--- src/rtl/tdm_demux4.sv ---
// Receive end of a 4:1 TDM link: rebuilds 4-bit words from a serial line using a free-running slot counter.
// Word and valid/realign pulses are registered one edge after the last sample; en=0 stalls the frame in place.
module tdm_demux4 #(
    parameter bit SYNC_EN = 1'b1
) (
    input  logic       clk,
    input  logic       rst,
    input  logic       en,
    input  logic       sync,
    input  logic       F,
    output logic [1:0] S,
    output logic [3:0] w,
    output logic       valid,
    output logic       realign
);

    logic [1:0] slot_q, slot_d;
    logic [3:0] sh_q, sh_d;
    logic [3:0] w_q, w_d;
    logic       valid_q, valid_d;
    logic       realign_q, realign_d;

    logic       sync_hit;
    logic [3:0] slot_oh;

    assign sync_hit = (SYNC_EN == 1'b1) && sync;
    assign slot_oh  = 4'b0001 << slot_q;

    always_ff @(posedge clk or posedge rst) begin
        if (rst) begin
            slot_q    <= 2'd0;
            sh_q      <= 4'd0;
            w_q       <= 4'd0;
            valid_q   <= 1'b0;
            realign_q <= 1'b0;
        end else begin
            slot_q    <= slot_d;
            sh_q      <= sh_d;
            w_q       <= w_d;
            valid_q   <= valid_d;
            realign_q <= realign_d;
        end
    end

    always_comb begin
        slot_d    = slot_q;
        sh_d      = sh_q;
        w_d       = w_q;
        valid_d   = 1'b0;
        realign_d = 1'b0;
        if (en) begin
            if (sync_hit) begin
                // Sync wins over completion: the partial frame is dropped, the current bit becomes slot 0.
                sh_d      = {sh_q[3:1], F};
                slot_d    = 2'd1;
                realign_d = (slot_q != 2'd0);
            end else begin
                sh_d   = (sh_q & ~slot_oh) | ({4{F}} & slot_oh);
                slot_d = slot_q + 2'd1;
                if (slot_q == 2'd3) begin
                    w_d     = {F, sh_q[2:0]};
                    valid_d = 1'b1;
                end
            end
        end
    end

    assign S       = slot_q;
    assign w       = w_q;
    assign valid   = valid_q;
    assign realign = realign_q;

endmodule

--- config.mk ---
export PLATFORM = sky130hd
export DESIGN_NAME = tdm_demux4
export DESIGN_NICKNAME = d
export VERILOG_FILES = /design/src/rtl/tdm_demux4.sv
export SDC_FILE = /design/constraint.sdc
export NUM_CORES = 1
export LEC_CHECK = 0
export ABC_AREA = 1
export CAP_MARGIN = 20
export CORE_AREA = 2 2 39 41
export CTS_BUF_LIST = sky130_fd_sc_hd__clkbuf_16
export DETAILED_ROUTE_END_ITERATION = 6
export DIE_AREA = 0 0 41 43
export HOLD_SLACK_MARGIN = 0.05
export PLACE_DENSITY = 0.65
export SLEW_MARGIN = 30
export SYNTH_ARGS = -nofsm -noshare
export SYNTH_HDL_FRONTEND = slang
export SYNTH_SLANG_ARGS = --single-unit
--- constraint.sdc ---
create_clock -name clk -period 2.7 [get_ports clk]
set_clock_uncertainty 0.05 [all_clocks]
set_input_delay 0.405 -clock clk [delete_from_list [all_inputs] [get_ports clk]]
set_output_delay 0.405 -clock clk [all_outputs]
set_load 0.03 [all_outputs]
==> impl_metrics.ini, run 1 <==
[die]
fp.dieW_um = 41
num_rows = 14
start_util_pct = 37.1
dieArea_mm2 = 0.00176
io_pins = 13
die_h_um = 43
core_area_mm2 = 0.00138

[finish]
layout-drive-gt1-share_pct = 8.22
multi_input_area_um2 = 196
stdcell_count = 89
fin_util_pct = 52.4
fin_nets = 83
fillerInstances = 135
n_antenna_cell = 0
final_area_um2 = 724
register_area_um2 = 275
syn_to_final_growth_pct = 41.2

[place]
place_inst = 85
gp_congestion = 0.776
place_ws_ns = 1.13
place_area_um2 = 646
post-dp-hpwl_um = 667
io_buffers = 12

[clock_tree]
ctsResizeCount = 0
cts_hold_buf = 0
clock_path_buffers = 2
cts_max_level = 1
cts_buffers = 3
cts_setup_buffers = 0
clk_pin_slew_ns = 0.04
cts_tree = built
root_buffer = clkbuf_16
cts.sinks = 11
clk_latency_ns = 0.24

[timing]
hold_slack_ns = 0.414
layout_min_cycle_time_ns = 1.76
relSlewSlack_pct = 72.2
fin_tns_setup_ns = 0
fmaxAchievable_ghz = 0.567
setup_viol_count_final = 0
postLayoutSetupSlackWorst_ns = 0.938
hold_violations = 0
worst_pin_slew_ns = 0.417
min_period_over_period_pct = 65.3
rsz0062_at_grt = false
final-max-slew-violation-count = 0

[setup_path]
startpoint_type = register
critical_path.max_fanout = 4
r2r_start = S[0]$_DFFE_PP0P_
max_stage_delay_ns = 0.69
endpoint_kind = output pin
cpMaxStageDelayCell = clkdlybuf4s50_1
critPathBufInv = 1
worstPathArrival_ns = 1.31
crit_type = reg2out
worst-endpoint-required_ns = 2.25
crit_family = buffers and inverters
crit_chain = clkdlybuf4s50_1
crit_start = S[1]$_DFFE_PP0P_

[synthesis]
synthTopCellsByCount = nand2_1, dfrtp_1, nand3_1
ys_seq_area_share_pct = 53.7
synth_most_common_cell = nand2_1
synth_compound_area_share_pct = 1.95
yosys.area_share.simple_pct = 26.6
synth_top_cell_area_share_pct = 53.7
synth_cell_type_count = 10
synth_nets = 67
synth_edf_count = 0
postSynthRegisterBits = 11
yosysTopAreaCell = dfrtp_1
postSynthCellCount = 58
syn_area_um2 = 513
synth-main-ff-cell = dfrtp_1
synth_area_per_cell_um2 = 8.84
synth_top_family_by_area = simple AND/OR/NAND/NOR gates
muxShareOfSynthArea_pct = 0
synth_xor_area_share_pct = 0
async_flop_share_pct = 100
synthAdderAreaFrac_pct = 9.76
synthTopCellsByArea = dfrtp_1, nand2_1, ha_1
yosysWarningCount = 0

[detailed_routing]
first_pass_iters = 4
drt_wl_total_um = 896
post-route-drc-count = 0
vias = 402
wl_per_cell_um = 10.1
drt.antenna.violating_nets = 0
viasPerCell = 4.52
drt-initial-drc-count = 9

[global_route]
grt_pass1_vias = 365
antenna_found_initial = 0
overflow = 0
grt_pass1_wl_um = 1510
grt_max_degree = 12
track_usage_pct = 13.1

[pwr]
power_density_mw_per_mm2 = 1070
ir_worst_vdd_mv = 0.439
total_power_mw = 0.776
leakage_nw = 0.385

[outcome]
outcome = complete, no violations

[flow_run]
maxCapViolCount = 0

[hold_path]
hp-class = in2async
==> power breakdown <==
part	total [mW]	internal [mW]	switching, mW
Clock	0.265	0.194	0.0708
Sequential	0.256	0.221	0.0348
Combinational	0.255	0.106	0.149
Total	0.776	0.521	0.255
==> final timing paths <==
kind	cells past startpoint	slack, ns	end
max	1	0.94	S[1]
min in group clk	2	0.43	w[2]$_DFFE_PP0P_
min reg2reg	2	0.43	w[2]$_DFFE_PP0P_
max reg2reg	7	1.55	register
max in group asynchronous	2	1.89	async pin
min	2	0.41	valid$_DFF_PP0_
==> layout by cell type, fill, tap and decap left out, drive strengths merged <==
cell type / netlist / layout
nand2: 19 / 19
clkdlybuf4s50: 0 / 12
dfrtp: 11 / 11
nand3: 10 / 10
inv: 9 / 10
ha: 4 / 4
clkbuf: 0 / 3
o21ai: 2 / 2
nor2: 2 / 2
==> routing by layer <==
| metal | vias to the layer above | GRT usage [%] | part of all wire [%] |
|---|---|---|---|
| met4 | 0 | 8.00 | 2.1 |
| met2 | 13 | 16.6 | 48 |
| li1 | 208 | - | - |
| met3 | 2 | 4.71 | 3.9 |
| met1 | 179 | 18.3 | 46 |
| met5 | - | 0 | 0 |
==> cell families after synthesis <==
family                     count (synthesis)
AOI/OAI and AO/OA                          2
adders and majority gates                  4
buffers and inverters                     10
DFF                                       11
and+or+nand+nor                           31
==> final cells by class <==
type,instances,area share (%)
clock buffer,3,10.4
clock inverter,1,0.518
inverter,9,4.66
multi-input combinational,37,27.1
sequential,11,38.0
tap,16,2.76
timing repair buffer,12,16.6
Note: power is estimated with default switching activity, not from simulation.
==> run 2, diff against run 1 <==
- clock period: 2.7 -> 1.65 ns (I/O delays scaled with it)
==> impl_metrics.ini, run 2 (synthesis results as in run 1) <==
[clock_tree]
cts_buffers = 3
cts_hold_buf = 0
root_buffer = clkbuf_16
cts_setup_buffers = 0
cts.sinks = 11
ctsResizeCount = 0
cts_tree = built
clock_path_buffers = 2
cts_max_level = 1
clk_latency_ns = 0.24
clk_pin_slew_ns = 0.04

[setup_path]
r2r_start = S[0]$_DFFE_PP0P_
critPathBufInv = 1
critical_path.max_fanout = 4
crit_type = reg2out
startpoint_type = register
r2r_setup_slack_ns = 0.50
worst-endpoint-required_ns = 1.35
max_stage_delay_ns = 0.69
cpMaxStageDelayCell = clkdlybuf4s50_1
crit_chain = clkdlybuf4s50_1
r2r_cells = 7
worstPathArrival_ns = 1.31
endpoint_kind = output pin
crit_family = buffers and inverters

[hold_path]
hp-class = in2async

[die]
die_h_um = 43
core_area_mm2 = 0.00138
io_pins = 13
fp.dieW_um = 41
dieArea_mm2 = 0.00176
num_rows = 14
start_util_pct = 37.1

[detailed_routing]
drt.antenna.violating_nets = 0
wl_per_cell_um = 10.1
viasPerCell = 4.55
vias = 405
post-route-drc-count = 0
first_pass_iters = 4
drt-initial-drc-count = 10
drt_wl_total_um = 899

[outcome]
outcome = complete, no violations

[timing]
min_period_over_period_pct = 97.2
setup_viol_count_final = 0
layout_min_cycle_time_ns = 1.60
worst_pin_slew_ns = 0.428
fin_tns_setup_ns = 0
final-max-slew-violation-count = 0
hold_violations = 0
relSlewSlack_pct = 71.4
fmaxAchievable_ghz = 0.623
rsz0062_at_grt = false

[global_route]
grt_pass1_wl_um = 1450
overflow = 0
antenna_found_initial = 0
track_usage_pct = 12.7
grt_pass1_vias = 356
grt_max_degree = 12

[finish]
most-common-layout-cells = nand2_1, clkdlybuf4s50_1, dfrtp_1
n_antenna_cell = 0
layout_commonest_cell = nand2_1
stdcell_count = 89
layout-drive-gt1-share_pct = 8.22
syn_to_final_growth_pct = 41.2
fillerInstances = 138
fin_nets = 83
multi_input_area_um2 = 196
register_area_um2 = 275

[pwr]
ir_worst_vdd_mv = 0.710
leakage_nw = 0.385
power_density_mw_per_mm2 = 1750

[flow_run]
maxCapViolCount = 0

[place]
gp_congestion = 0.776
post-dp-hpwl_um = 666
place_inst = 85
io_buffers = 12
==> run 2: cell counts in the layout (fill, tap and decap cells not counted) <==
No cell type changed its count.
==> run 2: per-stage QoR <==
stage                     instance area [µm²]  hold slack, ns  util, %  setup slack (ns)  total power [mW]
final                                     724           0.262     52.4            0.0455              1.27
after detailed placement                  646           0.422     46.7             0.230             0.843
after floorplan                           513          0.0499        -             0.369             0.673
after global routing                      724           0.305     52.4           0.00611              1.34
after global placement                    646           0.427     46.7             0.260             0.842
after CTS                                 724           0.276     52.4            0.0328              1.28
==> run 2: per-layer routing <==
layer  vias up  GRT usage [%]  wire, µm
met5         -              0         0
met4         0           8.00        19
met3         2           4.71        33
met2        11           15.9       437
met1       184           17.6       409
li1        208              -         -
==> run 2: layout make-up <==
cell class / count / share of cell area [%]
clock buffers: 3 / 10.4
clock inverters: 1 / 0.518
inverters: 9 / 4.66
multi-input cells: 37 / 27.1
flip-flops and latches: 11 / 38.0
well taps: 16 / 2.76
repair buffers: 12 / 16.6
==> run 2: worst max path at each step <==
stage / start / end / slack, ns / depth (start not counted)
floorplan: S[0]$_DFFE_PP0P_ / register / 0.37 / 6
global placement: en / S[1]$_DFFE_PP0P_ / 0.26 / 5
detailed placement: en / w[1]$_DFFE_PP0P_ / 0.23 / 4
CTS: S[1]$_DFFE_PP0P_ / S[1] / 0.03 / 1
global route: S[1]$_DFFE_PP0P_ / S[1] / 0.006 / 1
finish: S[1]$_DFFE_PP0P_ / S[1] / 0.05 / 1
==> run 2: report_power, final <==
group	total (mW)	switching, mW	internal [mW]
registers	0.417	0.0556	0.361
logic	0.420	0.246	0.174
clock network	0.429	0.112	0.317
total	1.27	0.413	0.853
